[src/rtl/microondas_pkg.sv]
// Shared types and BCD limits for the microwave oven digit path.
package microondas_pkg;

  typedef logic [3:0] digit_t;

  typedef enum logic [1:0] {
    StIdle,
    StEntry,
    StNorm,
    StLoad
  } state_t;

  localparam digit_t MAX_DEZ = 4'd5;
  localparam digit_t MAX_MIN = 4'd9;
  localparam digit_t DIG_MAX = 4'd9;

endpackage

[src/rtl/norm_mss.sv]
// Combinational m:ss normalisation: folds tens-of-seconds above 5 into minutes,
// saturating at 9:59.
module norm_mss
  import microondas_pkg::*;
(
  input  logic [3:0] minutos_i,
  input  logic [3:0] dezenas_i,
  input  logic [3:0] unidades_i,
  output logic [3:0] minutos_o,
  output logic [3:0] dezenas_o,
  output logic [3:0] unidades_o
);

  always_comb begin
    minutos_o  = minutos_i;
    dezenas_o  = dezenas_i;
    unidades_o = unidades_i;
    if (dezenas_i > MAX_DEZ) begin
      if (minutos_i < MAX_MIN) begin
        minutos_o = minutos_i + 4'd1;
        dezenas_o = dezenas_i - 4'd6;
      end else begin
        minutos_o  = MAX_MIN;
        dezenas_o  = MAX_DEZ;
        unidades_o = DIG_MAX;
      end
    end
  end

endmodule

[src/rtl/receptor_digitos.sv]
// Keypad digit receiver: builds a right-shifted m:ss entry, previews it, and hands the
// normalised value to the timer over a req/ack load handshake.
module receptor_digitos
  import microondas_pkg::*;
#(
  parameter int unsigned TIMEOUT = 1000,
  parameter int unsigned TW      = 10
) (
  input  logic       clk100Hz,
  input  logic       clrn,
  input  logic [3:0] D,
  input  logic       loadn,
  input  logic       enablen,
  input  logic       start_req,
  input  logic       cancel,
  input  logic       load_ack,
  output logic [3:0] prev_unidades,
  output logic [3:0] prev_dezenas,
  output logic [3:0] prev_minutos,
  output logic [3:0] tmp_unidades,
  output logic [3:0] tmp_dezenas,
  output logic [3:0] tmp_minutos,
  output logic       load_req,
  output logic [1:0] n_digitos,
  output logic       erro
);

  state_t        state_q, state_d;
  digit_t        min_q, min_d, dez_q, dez_d, uni_q, uni_d;
  logic [1:0]    n_q, n_d;
  logic [TW-1:0] cnt_q, cnt_d;
  logic          erro_q, erro_d;
  logic          loadn_s1_q, loadn_s2_q, loadn_prev_q;
  logic          key_ev;

  assign key_ev = loadn_prev_q & ~loadn_s2_q;

  always_ff @(posedge clk100Hz or negedge clrn) begin
    if (!clrn) begin
      state_q      <= StIdle;
      min_q        <= '0;
      dez_q        <= '0;
      uni_q        <= '0;
      n_q          <= '0;
      cnt_q        <= '0;
      erro_q       <= 1'b0;
      loadn_s1_q   <= 1'b1;
      loadn_s2_q   <= 1'b1;
      loadn_prev_q <= 1'b1;
    end else begin
      state_q      <= state_d;
      min_q        <= min_d;
      dez_q        <= dez_d;
      uni_q        <= uni_d;
      n_q          <= n_d;
      cnt_q        <= cnt_d;
      erro_q       <= erro_d;
      loadn_s1_q   <= loadn;
      loadn_s2_q   <= loadn_s1_q;
      loadn_prev_q <= loadn_s2_q;
    end
  end

  always_comb begin
    state_d = state_q;
    min_d   = min_q;
    dez_d   = dez_q;
    uni_d   = uni_q;
    n_d     = n_q;
    cnt_d   = cnt_q;
    erro_d  = 1'b0;
    case (state_q)
      StIdle, StEntry: begin
        // Timeout is the lowest-priority action; cancel/start/key override it below.
        if (state_q == StEntry) begin
          if (cnt_q == TW'(TIMEOUT - 1)) begin
            state_d = StIdle;
            {min_d, dez_d, uni_d} = '0;
            n_d   = '0;
            cnt_d = '0;
          end else begin
            cnt_d = cnt_q + TW'(1);
          end
        end
        if (cancel) begin
          state_d = StIdle;
          {min_d, dez_d, uni_d} = '0;
          n_d   = '0;
          cnt_d = '0;
        end else if (start_req && state_q == StEntry && n_q != 2'd0) begin
          state_d = StNorm;
          cnt_d   = '0;
        end else if (key_ev && !enablen) begin
          if (D > DIG_MAX) begin
            erro_d = 1'b1;
          end else begin
            state_d = StEntry;
            min_d   = dez_q;
            dez_d   = uni_q;
            uni_d   = D;
            n_d     = (n_q == 2'd3) ? n_q : n_q + 2'd1;
            cnt_d   = '0;
          end
        end
      end
      StNorm: state_d = StLoad;
      StLoad: begin
        if (load_ack) begin
          state_d = StIdle;
          {min_d, dez_d, uni_d} = '0;
          n_d = '0;
        end
      end
      default: state_d = StIdle;
    endcase
  end

  // Buffer is frozen in NORM/LOAD, so the combinational result stays stable under load_req.
  norm_mss u_norm (
    .minutos_i  (min_q),
    .dezenas_i  (dez_q),
    .unidades_i (uni_q),
    .minutos_o  (tmp_minutos),
    .dezenas_o  (tmp_dezenas),
    .unidades_o (tmp_unidades)
  );

  always_comb begin
    if (state_q == StNorm || state_q == StLoad) begin
      prev_minutos  = tmp_minutos;
      prev_dezenas  = tmp_dezenas;
      prev_unidades = tmp_unidades;
    end else begin
      prev_minutos  = min_q;
      prev_dezenas  = dez_q;
      prev_unidades = uni_q;
    end
  end

  assign load_req  = (state_q == StLoad);
  assign n_digitos = n_q;
  assign erro      = erro_q;

endmodule

[config.mk]
export PLATFORM = sky130hd
export DESIGN_NAME = receptor_digitos
export DESIGN_NICKNAME = d
export VERILOG_FILES = /design/src/rtl/microondas_pkg.sv /design/src/rtl/norm_mss.sv /design/src/rtl/receptor_digitos.sv
export SDC_FILE = /design/constraint.sdc
export NUM_CORES = 1
export LEC_CHECK = 0
export ABC_AREA = 1
export BUFFER_PORTS_ARGS = -buffer_cell sky130_fd_sc_hd__buf_2
export CAP_MARGIN = 0
export CORE_ASPECT_RATIO = 0.75
export CORE_MARGIN = 2
export CORE_UTILIZATION = 51
export CTS_CLUSTER_SIZE = 40
export DETAILED_ROUTE_END_ITERATION = 7
export PLACE_DENSITY_LB_ADDON = 0.12
export SLEW_MARGIN = 20
export SYNTH_ARGS = -nofsm -noshare
export SYNTH_HDL_FRONTEND = slang
export SYNTH_SLANG_ARGS = --single-unit
[constraint.sdc]
create_clock -name clk100Hz -period 1.8 [get_ports clk100Hz]
set_clock_uncertainty 0.15 [all_clocks]
set_input_delay 0.09 -clock clk100Hz [delete_from_list [all_inputs] [get_ports clk100Hz]]
set_output_delay 0.09 -clock clk100Hz [all_outputs]
set_load 0.005 [all_outputs]
==> results of run 1 <==
[kinds of logic after synthesis]
kind of cell / Yosys count / synth area share, %
AND/OR/NAND/NOR: 146 / 34.4
XOR/XNOR: 2 / 0.940
buffers and inverters: 47 / 10.7
multiplexers: 1 / 0.537
flip-flops: 30 / 40.5
AO/OA/AOI/OAI: 31 / 8.93
adder cells (fa/ha/maj): 6 / 4.03
[cells in the mapped netlist (all sizes together)]
cell type	number
nor4	1
clkbuf	1
nand3	15
nor3	5
a31oi	1
inv	42
nand4	4
o211ai	1
dfstp	3
ha	6
a21oi	8
o21ai	21
buf	4
dfrtp	27
nand3b	1
xor2	2
mux2i	1
nand2	92
nor2	28
[sequential cells by signal (all words and copies together) (netlist names)]
register	count
state_q	2
uni_q	4
cnt_q	10
min_q	4
erro	1
n_digitos	2
loadn_prev_q	1
loadn_s2_q	1
loadn_s1_q	1
dez_q	4
[worst min-delay path, delay by kind of cell]
family / cells / cell delay [ps]
AOI/OAI and AO/OA: 1 / 180
buffers and inverters: 1 / 100
and+or+nand+nor: 1 / 80
[through the flow]
stage	utilization (%)	TNS [ps]	hold slack, ps	std cells	worst slack [ps]
5_1_grt	74.5	-655	71.3	383	-136
4_1_cts	69.8	0	55.8	375	7.44
3_3_place_gp	63.5	-47.5	8.41	357	-22.2
3_5_place_dp	63.5	0	15.1	357	0.618
2_1_floorplan	-	0	-356	263	231
6_report	74.5	-19.7	54.1	383	-8.99
[area by class of cell]
class                           instances  area (um^2)
Tap cell                               50         62.6
Clock inverter                          2         12.5
Clock buffer                            6         82.6
Fill cell                             259          867
Multi-Input combinational cell        187         1030
Sequential cell                        30          754
Inverter                               42          160
Timing Repair Buffer                   66          433
[path summary, 6_finish.rpt]
path                                   start              end  slack, ps  depth (start not counted)
worst min-delay path                    D[3]             erro         50                          3
worst min register to register    loadn_s1_q       loadn_s2_q        210                          0
min in group asynchronous               clrn     n_digitos[0]        220                          2
max in group asynchronous               clrn         min_q[0]        850                          2
worst max-delay path                min_q[1]  prev_minutos[2]         -9                          7
worst max register to register  n_digitos[0]         uni_q[0]        140                          9
[report_power, final]
| group | internal [mW] | switching (mW) |
|---|---|---|
| clock network | 0.307 | 0.263 |
| registers | 0.703 | 0.0292 |
| logic | 0.0920 | 0.151 |
| total | 1.10 | 0.443 |
[repair_timing]
action / in CTS / in global routing
setup buffers: 3 / 7
pin swaps: 5 / 8
gates cloned: 0 / 1
endpoints found under the setup margin: 22 / 35
resized for setup: 10 / 32
hold buffers: 7 / 0
hold endpoints to repair: 33 / 0
[layer usage]
metal	up-vias	global-route usage, %	wire length, um
li1	962	-	-
met1	846	32.6	2270
met2	47	33.3	2170
met3	7	4.49	191
met4	0	7.01	59
met5	-	0	0
==> flow_metrics.tcl, run 1 <==
set metrics [dict create \
    outcome "finished with violations" \
    violations "negative setup slack" \
    placed_area_um2 2160 \
    core_area_um2 3400 \
    first_pass_iters 4 \
    ant_nets 0 \
    slowest_delay_ps 370 \
    cp_num_buf_inv 3 \
    cpMaxStageDelayCell "dfrtp_1" \
    yosys.area.top_type "dfrtp_1" \
    pwr_density_cell_nw_per_um2 609 \
    wl_per_cell_um 12.2 \
    die_x_um 73.8 \
    vias 1862 \
    syn-cell-area_um2 1860 \
    finalSetupViolCount 3 \
    fin_crit_ps 1810 \
    gp_congestion 0.821 \
    io_buffers 38 \
    setup_slack_ps -8.99 \
    route.detailed.drc 0 \
    antenna_found_initial 0 \
    pin_count 39 \
    n_antenna_cell 0 \
    critPathKind "reg2out" \
    leakage_nw 1.43 \
    rsz0062_at_grt "yes" \
    cp_max_fo 3 \
    fmax_mhz 553 \
    final-hold-violation-count 0 \
    place_hpwl_mm 3.11 \
    max_slew_margin_pct 55.7 \
    drive_above_1_share_pct 32.7 \
    startpoint_type "flop" \
    viasPerCell 4.86 \
    clk_pin_slew_ps 70 \
    final_cell_mix "83 x nand2_1, 38 x buf_2, 35 x inv_1, 27 x dfrtp_1, 19 x nor2_1" \
    clock-sinks 30 \
    min_path_type "in2reg" \
    synth_seq_area_share_pct 40.5 \
    maxCapViolations 0 \
    synthCells 263 \
    grt_overflow 0 \
    grt_usage_pct 22.4 \
    start_util_pct 54.8 \
    grt_pass1_vias 1618 \
    die_h_um 56.3 \
    synth_area_leaders "dfrtp_1 36%, nand2_1 18%, inv_1 8.1%" \
    layout_commonest_cell "nand2_1" \
    avgSynthCellArea_um2 7.08 \
    synth_top_area_share_pct 36.3 \
    grt_pass1_wl_mm 7.22 \
    worstMarginPinSlew_ps 664 \
    tritoncts "built" \
    ctsLongestPathBuffers 2 \
    cp.required_ps 1560 \
    crit_arrival_ps 1570 \
    clock_latency_ps 290 \
    wl_mm 4.69 \
    yosysWarnings 0 \
    slew_violations 0 \
    synth_cell_types 32 \
    syn_nets 280 \
    cts_inserted_buffers 5 \
    rows 18 \
    grt_max_degree 31 \
    fin_crit_sh_pct 100 \
    final_nets 349 \
    end_kind "output port" \
    cts-root-buf "clkbuf_8" \
    ys_ff_latch 30 \
    die_area_um2 4160 \
    htreeDepth 2 \
    area_growth_pct 36.0 \
    crit_chain "buf_4, ha_2, inv_1, o21ai_0, nand3b_1, o21ai_1, buf_2" \
    finish.instance_area_um2 2530 \
    worst_path_dominant_cell_family "flip-flops" \
    power_mw 1.54 \
    drt-initial-drc-count 101 \
    ir_worst_vdd_mv 0.512 \
]
Power figures use the tool's default switching activity.
==> run 2: changes to the inputs <==
--- a/config.mk
+++ b/config.mk
@@ -14,7 +14,9 @@
 export CTS_CLUSTER_SIZE = 40
 export DETAILED_ROUTE_END_ITERATION = 7
 export PLACE_DENSITY_LB_ADDON = 0.12
+export RECOVER_POWER = 100
 export SLEW_MARGIN = 20
 export SYNTH_ARGS = -nofsm -noshare
 export SYNTH_HDL_FRONTEND = slang
+export SYNTH_HIERARCHICAL = 1
 export SYNTH_SLANG_ARGS = --single-unit
==> flow_metrics.tcl, run 2 <==
set metrics [dict create \
    outcome "finished, final reports clean" \
    final_nets 357 \
    place_hpwl_mm 3.05 \
    avgSynthCellArea_um2 6.93 \
    syn-cell-area_um2 1920 \
    io_buffers 38 \
    r2r_slack_ps 120 \
    maxCapViolations 0 \
    p_seq_share_pct 45.8 \
    tns_ps 0 \
    n_antenna_cell 0 \
    ctsLongestPathBuffers 2 \
    switching_share_pct 29.4 \
    cts_inserted_buffers 5 \
    first_pass_iters 6 \
    synth_seq_area_share_pct 39.3 \
    clkPwrFrac_pct 34.5 \
    max_slew_margin_pct 51.0 \
    finish.instance_area_um2 2520 \
    worstMarginPinSlew_ps 735 \
    cp_max_fo 5 \
    layout_commonest_cell "nand2_1" \
    synth_cell_types 31 \
    clock_latency_ps 270 \
    slew_violations 0 \
    placed_area_um2 2230 \
    largest-register "cnt_q" \
    min_path_type "in2reg" \
    rows 19 \
    p_comb_share_pct 19.7 \
    crit_arrival_ps 1540 \
    final_cell_mix "109 x nand2_1, 36 x buf_2, 30 x nor2_1, 27 x inv_1, 26 x dfrtp_1" \
    wl_mm 4.25 \
    die_area_um2 4280 \
    drt-initial-drc-count 76 \
    ys.flop_type "dfrtp_1" \
    p_switching_mw 0.470 \
    end_kind "output port" \
    area_growth_pct 31.3 \
    syn_nets 294 \
    utilization_pct 69.3 \
    ys_ff_latch 30 \
    pin_count 39 \
    cp.required_ps 1560 \
    ys_top_cells_by_count "116 x nand2_1, 36 x nor2_1, 29 x inv_1" \
    ant_nets 0 \
    grt_usage_pct 21.2 \
    grt_pass1_vias 1709 \
    synth_top_area_share_pct 35.2 \
    finalSetupViolCount 0 \
    viasPerCell 4.82 \
    synth.most_common_cell "nand2_1" \
    cts-root-buf "clkbuf_8" \
    tritoncts "built" \
    grt_pass1_wl_mm 7.08 \
    largest_register_ffs 10 \
    hold_end "n_digitos[0]" \
    rsz0062_at_grt "yes" \
    clock-sinks 30 \
    fin_crit_sh_pct 98.9 \
    gp_congestion 0.829 \
    reg2reg_from "state_q[0]" \
    final-hold-violation-count 0 \
    die_x_um 74.8 \
    ir_worst_vdd_mv 0.669 \
    core_area_um2 3640 \
    start_util_pct 52.8 \
    power.internal_mw 1.13 \
    yosys.area.top_type "dfrtp_1" \
    drive_above_1_share_pct 29.6 \
    r2r_end "min_q[1]" \
    holdPathStages 6 \
    reg2regPathDepth 9 \
    route.detailed.drc 0 \
    antenna_found_initial 0 \
    htreeDepth 2 \
    leakage_nw 1.38 \
    min_from "cancel" \
    critPathKind "reg2out" \
    synth_area_leaders "dfrtp_1 35%, nand2_1 23%, nor2_1 7.0%" \
    ys_async_sr_fraction_pct 100 \
    grt_max_degree 31 \
    fmax_mhz 561 \
    die_h_um 57.1 \
    fin_crit_ps 1780 \
    vias 1895 \
    grt_overflow 0 \
    synth_edf_count 0 \
    startpoint_type "flop" \
    wl_per_cell_um 10.8 \
    yosysWarnings 6 \
    clk_pin_slew_ps 60 \
    synthCells 277 \
    pwr_density_cell_nw_per_um2 635 \
]
-- run 2: cell types whose count changed in the layout (fill, tap and decap cells not counted), sizes merged, moves of 2 or more --
cell | before | now
nand2 | 92 | 123
o21ai | 22 | 8
a21oi | 8 | 2
inv | 42 | 34
xnor2 | 0 | 3
clkbuf | 6 | 14
nand4 | 4 | 1
nor2 | 28 | 39
nor3 | 5 | 3
buf | 59 | 48
-- run 2: metrics by stage --
step                hold WS [ps]  power [mW]  std cells  setup slack (ps)
floorplan                   -356       0.927        277               188
global placement            11.1        1.02        373             -32.1
detailed placement          10.0        1.03        373             -68.3
CTS                         8.22        1.59        389              23.1
global route                61.7        1.69        393             -56.9
finish                      11.3        1.60        393              18.9
-- run 2: worst max-delay path by stage --
stage,start,end,slack (ps),depth (start not counted)
after floorplan,n_digitos[0],min_q[3],190,10
after global placement,n_digitos[1],min_q[2],-30,8
after detailed placement,n_digitos[0],min_q[0],-70,8
after CTS,min_q[0],prev_unidades[2],20,9
after global routing,min_q[1],prev_dezenas[3],-60,9
final,min_q[1],prev_dezenas[3],20,9
-- run 2: cell type report --
cell class	instances	area [um^2]
flip-flops and latches	30	756
inverters	34	130
fillers	326	1120
clock buffers	7	86.3
clock inverters	1	5.00
well taps	52	65.1
repair buffers	61	369
multi-input cells	208	1110
-- run 2: critical path: stages (launching register included) --
cell	delay, ps
dfrtp_1	410
inv_1	90
ha_2	200
nand2_4	80
nand2_8	90
nand2_4	70
nor2_2	120
nand2_1	60
nand2_1	60
buf_2	100
-- run 2: repair_timing --
| item | CTS | global route |
|---|---|---|
| buffers inserted | 2 | 3 |
| hold buffers | 6 | 0 |
| pin swaps | 0 | 9 |
| cloned | 0 | 1 |
| resized for setup | 3 | 29 |
| setup endpoints to repair | 14 | 33 |
| hold endpoints to repair | 32 | 0 |
-- run 2: cells by family after synthesis --
logic type	Yosys count	synth area share, %
AND/OR/NAND/NOR	183	41.6
buffers and inverters	39	8.28
flip-flops	30	39.3
AO/OA/AOI/OAI	13	4.17
XOR/XNOR	6	2.74
adder cells (fa/ha/maj)	6	3.91
-- run 2: power groups by stage --
stage	registers (mW)	logic [mW]	clock network, mW
floorplan	0.742	0.185	0
global placement	0.745	0.280	0
detailed placement	0.746	0.283	0
CTS	0.734	0.295	0.561
global route	0.738	0.353	0.598
finish	0.733	0.315	0.553
-- run 2: layer usage --
layer | wire, um | GRT usage, %
met1 | 2140 | 30.4
met2 | 1990 | 33.3
met3 | 120 | 4.77
met4 | 4 | 3.83
met5 | 0 | 0
==> run 3: changes to the inputs <==
==> constraint.sdc (replaced) <==
create_clock -name clk100Hz -period 2.3 [get_ports clk100Hz]
set_clock_uncertainty 0.15 [all_clocks]
set_input_delay 0.115 -clock clk100Hz [delete_from_list [all_inputs] [get_ports clk100Hz]]
set_output_delay 0.115 -clock clk100Hz [all_outputs]
set_load 0.005 [all_outputs]
==> flow_metrics.tcl, run 3 (synthesis results as in run 2) <==
set metrics [dict create \
    p_switching_mw 0.341 \
    htreeDepth 2 \
    fin_crit_sh_pct 91.0 \
    final_cell_mix "120 x nand2_1, 37 x nor2_1, 29 x inv_1, 28 x buf_2, 27 x dfrtp_1" \
    largest_register_ffs 10 \
    startpoint_type "input pin" \
    n_antenna_cell 0 \
    outcome "finished with violations" \
    slew_violations 31 \
    tritoncts "built" \
    rsz0062_at_grt "no" \
    cpMaxStageDelayCell "nor2_1" \
    crit_top_cell "nand2_1" \
    clock-sinks 30 \
    cts-root-buf "clkbuf_8" \
    grt_overflow 0 \
    grt_pass1_wl_mm 7.18 \
    end_kind "flop" \
    r2r_end "dez_q[0]" \
    fin_crit_ps 2090 \
    fmax_mhz 478 \
    gp_congestion 0.793 \
    clock_latency_ps 280 \
    cp_max_fo 12 \
    worstMarginPinSlew_ps 1600 \
    leakage_nw 1.26 \
    reg2reg_from "n_digitos[0]" \
    power.internal_mw 0.824 \
    grt_pass1_vias 1662 \
    die_area_um2 4280 \
    switching_share_pct 29.2 \
    antenna_found_initial 0 \
    start_util_pct 52.8 \
    place_ws_ps 336 \
    cts-resized-gates 0 \
    clkPwrFrac_pct 33.2 \
    cp.required_ps 2370 \
    ant_nets 0 \
    area_growth_pct 16.5 \
    core_area_um2 3640 \
    max_slew_margin_pct -6.53 \
    io_buffers 38 \
    route.detailed.drc 0 \
    wl_met2_mm 1.86 \
    wl_met1_mm 2.04 \
    clk_pin_slew_ps 60 \
    grt_usage_pct 21.9 \
    viasPerCell 4.65 \
    cts_inserted_buffers 5 \
    wl_per_cell_um 10.8 \
    vias 1747 \
    die_x_um 74.8 \
    pwr_density_cell_nw_per_um2 521 \
    ir_worst_vdd_mv 0.408 \
    p_comb_share_pct 17.0 \
    crit_chain "dlygate4sd3_1, clkbuf_1, o21ai_0, nand3_2, nor2_1, nand2_1, nand2_1" \
    holdPathStages 4 \
    final-hold-violation-count 0 \
    die_h_um 57.1 \
    largest-register "cnt_q" \
    violations "max-capacitance violations, max-slew violations" \
    pin_count 39 \
    wl_mm 4.05 \
    final_nets 341 \
    reg2regPathDepth 8 \
    min_path_type "in2reg" \
    first_pass_iters 4 \
    nFillCells 358 \
    ctsLongestPathBuffers 2 \
    place_hpwl_mm 2.97 \
    min_from "enablen" \
    r2r_slack_ps 310 \
    slowest_delay_ps 610 \
    rows 19 \
    maxCapViolations 1 \
    cp-startpoint "D[2]" \
    tns_ps 0 \
    hold_end "erro" \
    drive_above_1_share_pct 16.4 \
    p_seq_share_pct 49.8 \
    wl_met3_um 129 \
    grt_max_degree 31 \
    crit_arrival_ps 2160 \
    setup_slack_ps 206 \
    top_layer "met4" \
    finalSetupViolCount 0 \
    critPathKind "in2reg" \
    layout_commonest_cell "nand2_1" \
    drt-initial-drc-count 93 \
]
[run 3: cell types whose count changed in the layout (fill, tap and decap cells not counted), sizes merged]
cell	change
buf	-19
clkbuf	+4
clkinv	-1
dlygate4sd3	-1
[run 3: area by class of cell]
cell class / count / area, um^2 / share of cell area [%]
Inverter: 34 / 130 / 5.82
Sequential cell: 30 / 754 / 33.7
Timing Repair Buffer: 45 / 240 / 10.7
Multi-Input combinational cell: 208 / 970 / 43.4
Clock buffer: 7 / 76.3 / 3.41
Tap cell: 52 / 65.1 / 2.91
[run 3: per-stage QoR]
| stage | std cells | util (%) | cell area, um^2 | hold slack [ps] | total power, mW |
|---|---|---|---|---|---|
| final | 376 | 61.5 | 2240 | 14.2 | 1.16 |
| after global routing | 376 | 61.5 | 2240 | 19.1 | 1.24 |
| after CTS | 376 | 62.9 | 2290 | 4.44 | 1.18 |
| after detailed placement | 364 | 59.4 | 2160 | 37.8 | 0.787 |
| after global placement | 364 | 59.4 | 2160 | 36.2 | 0.785 |
| after floorplan | 277 | - | 1920 | -331 | 0.725 |
[run 3: power groups by stage]
stage               sequential, mW  clock (mW)  combinational, mW
floorplan                    0.581           0              0.145
global placement             0.589           0              0.196
detailed placement           0.590           0              0.197
CTS                          0.581       0.396              0.205
global route                 0.584       0.426              0.231
finish                       0.580       0.386              0.198
[run 3: worst max-delay path by stage]
stage               slack, ps  cells after the start  endpoint
finish                    210                      7  dez_q[0]
global route               20                      7  dez_q[0]
CTS                       220                      7  dez_q[0]
detailed placement        340                      8  dez_q[0]
global placement          420                      6  min_q[1]
floorplan                 690                     10  min_q[3]
[run 3: critical path, delay by kind of cell]
family          cells  cell delay, ps
compound gates      1             390
buf+inv             2             660
simple gates        4            1010
[run 3: layer usage]
metal | vias up | track usage, %
met5 | - | 0
met4 | 0 | 4.59
met2 | 23 | 33.3
met1 | 781 | 30.8
li1 | 939 | -
met3 | 4 | 6.89
[run 3: what timing repair did]
action | 4_1_cts | 5_1_grt
hold buffers | 5 | 0
hold endpoints to repair | 31 | 0
buffers inserted | 0 | 0
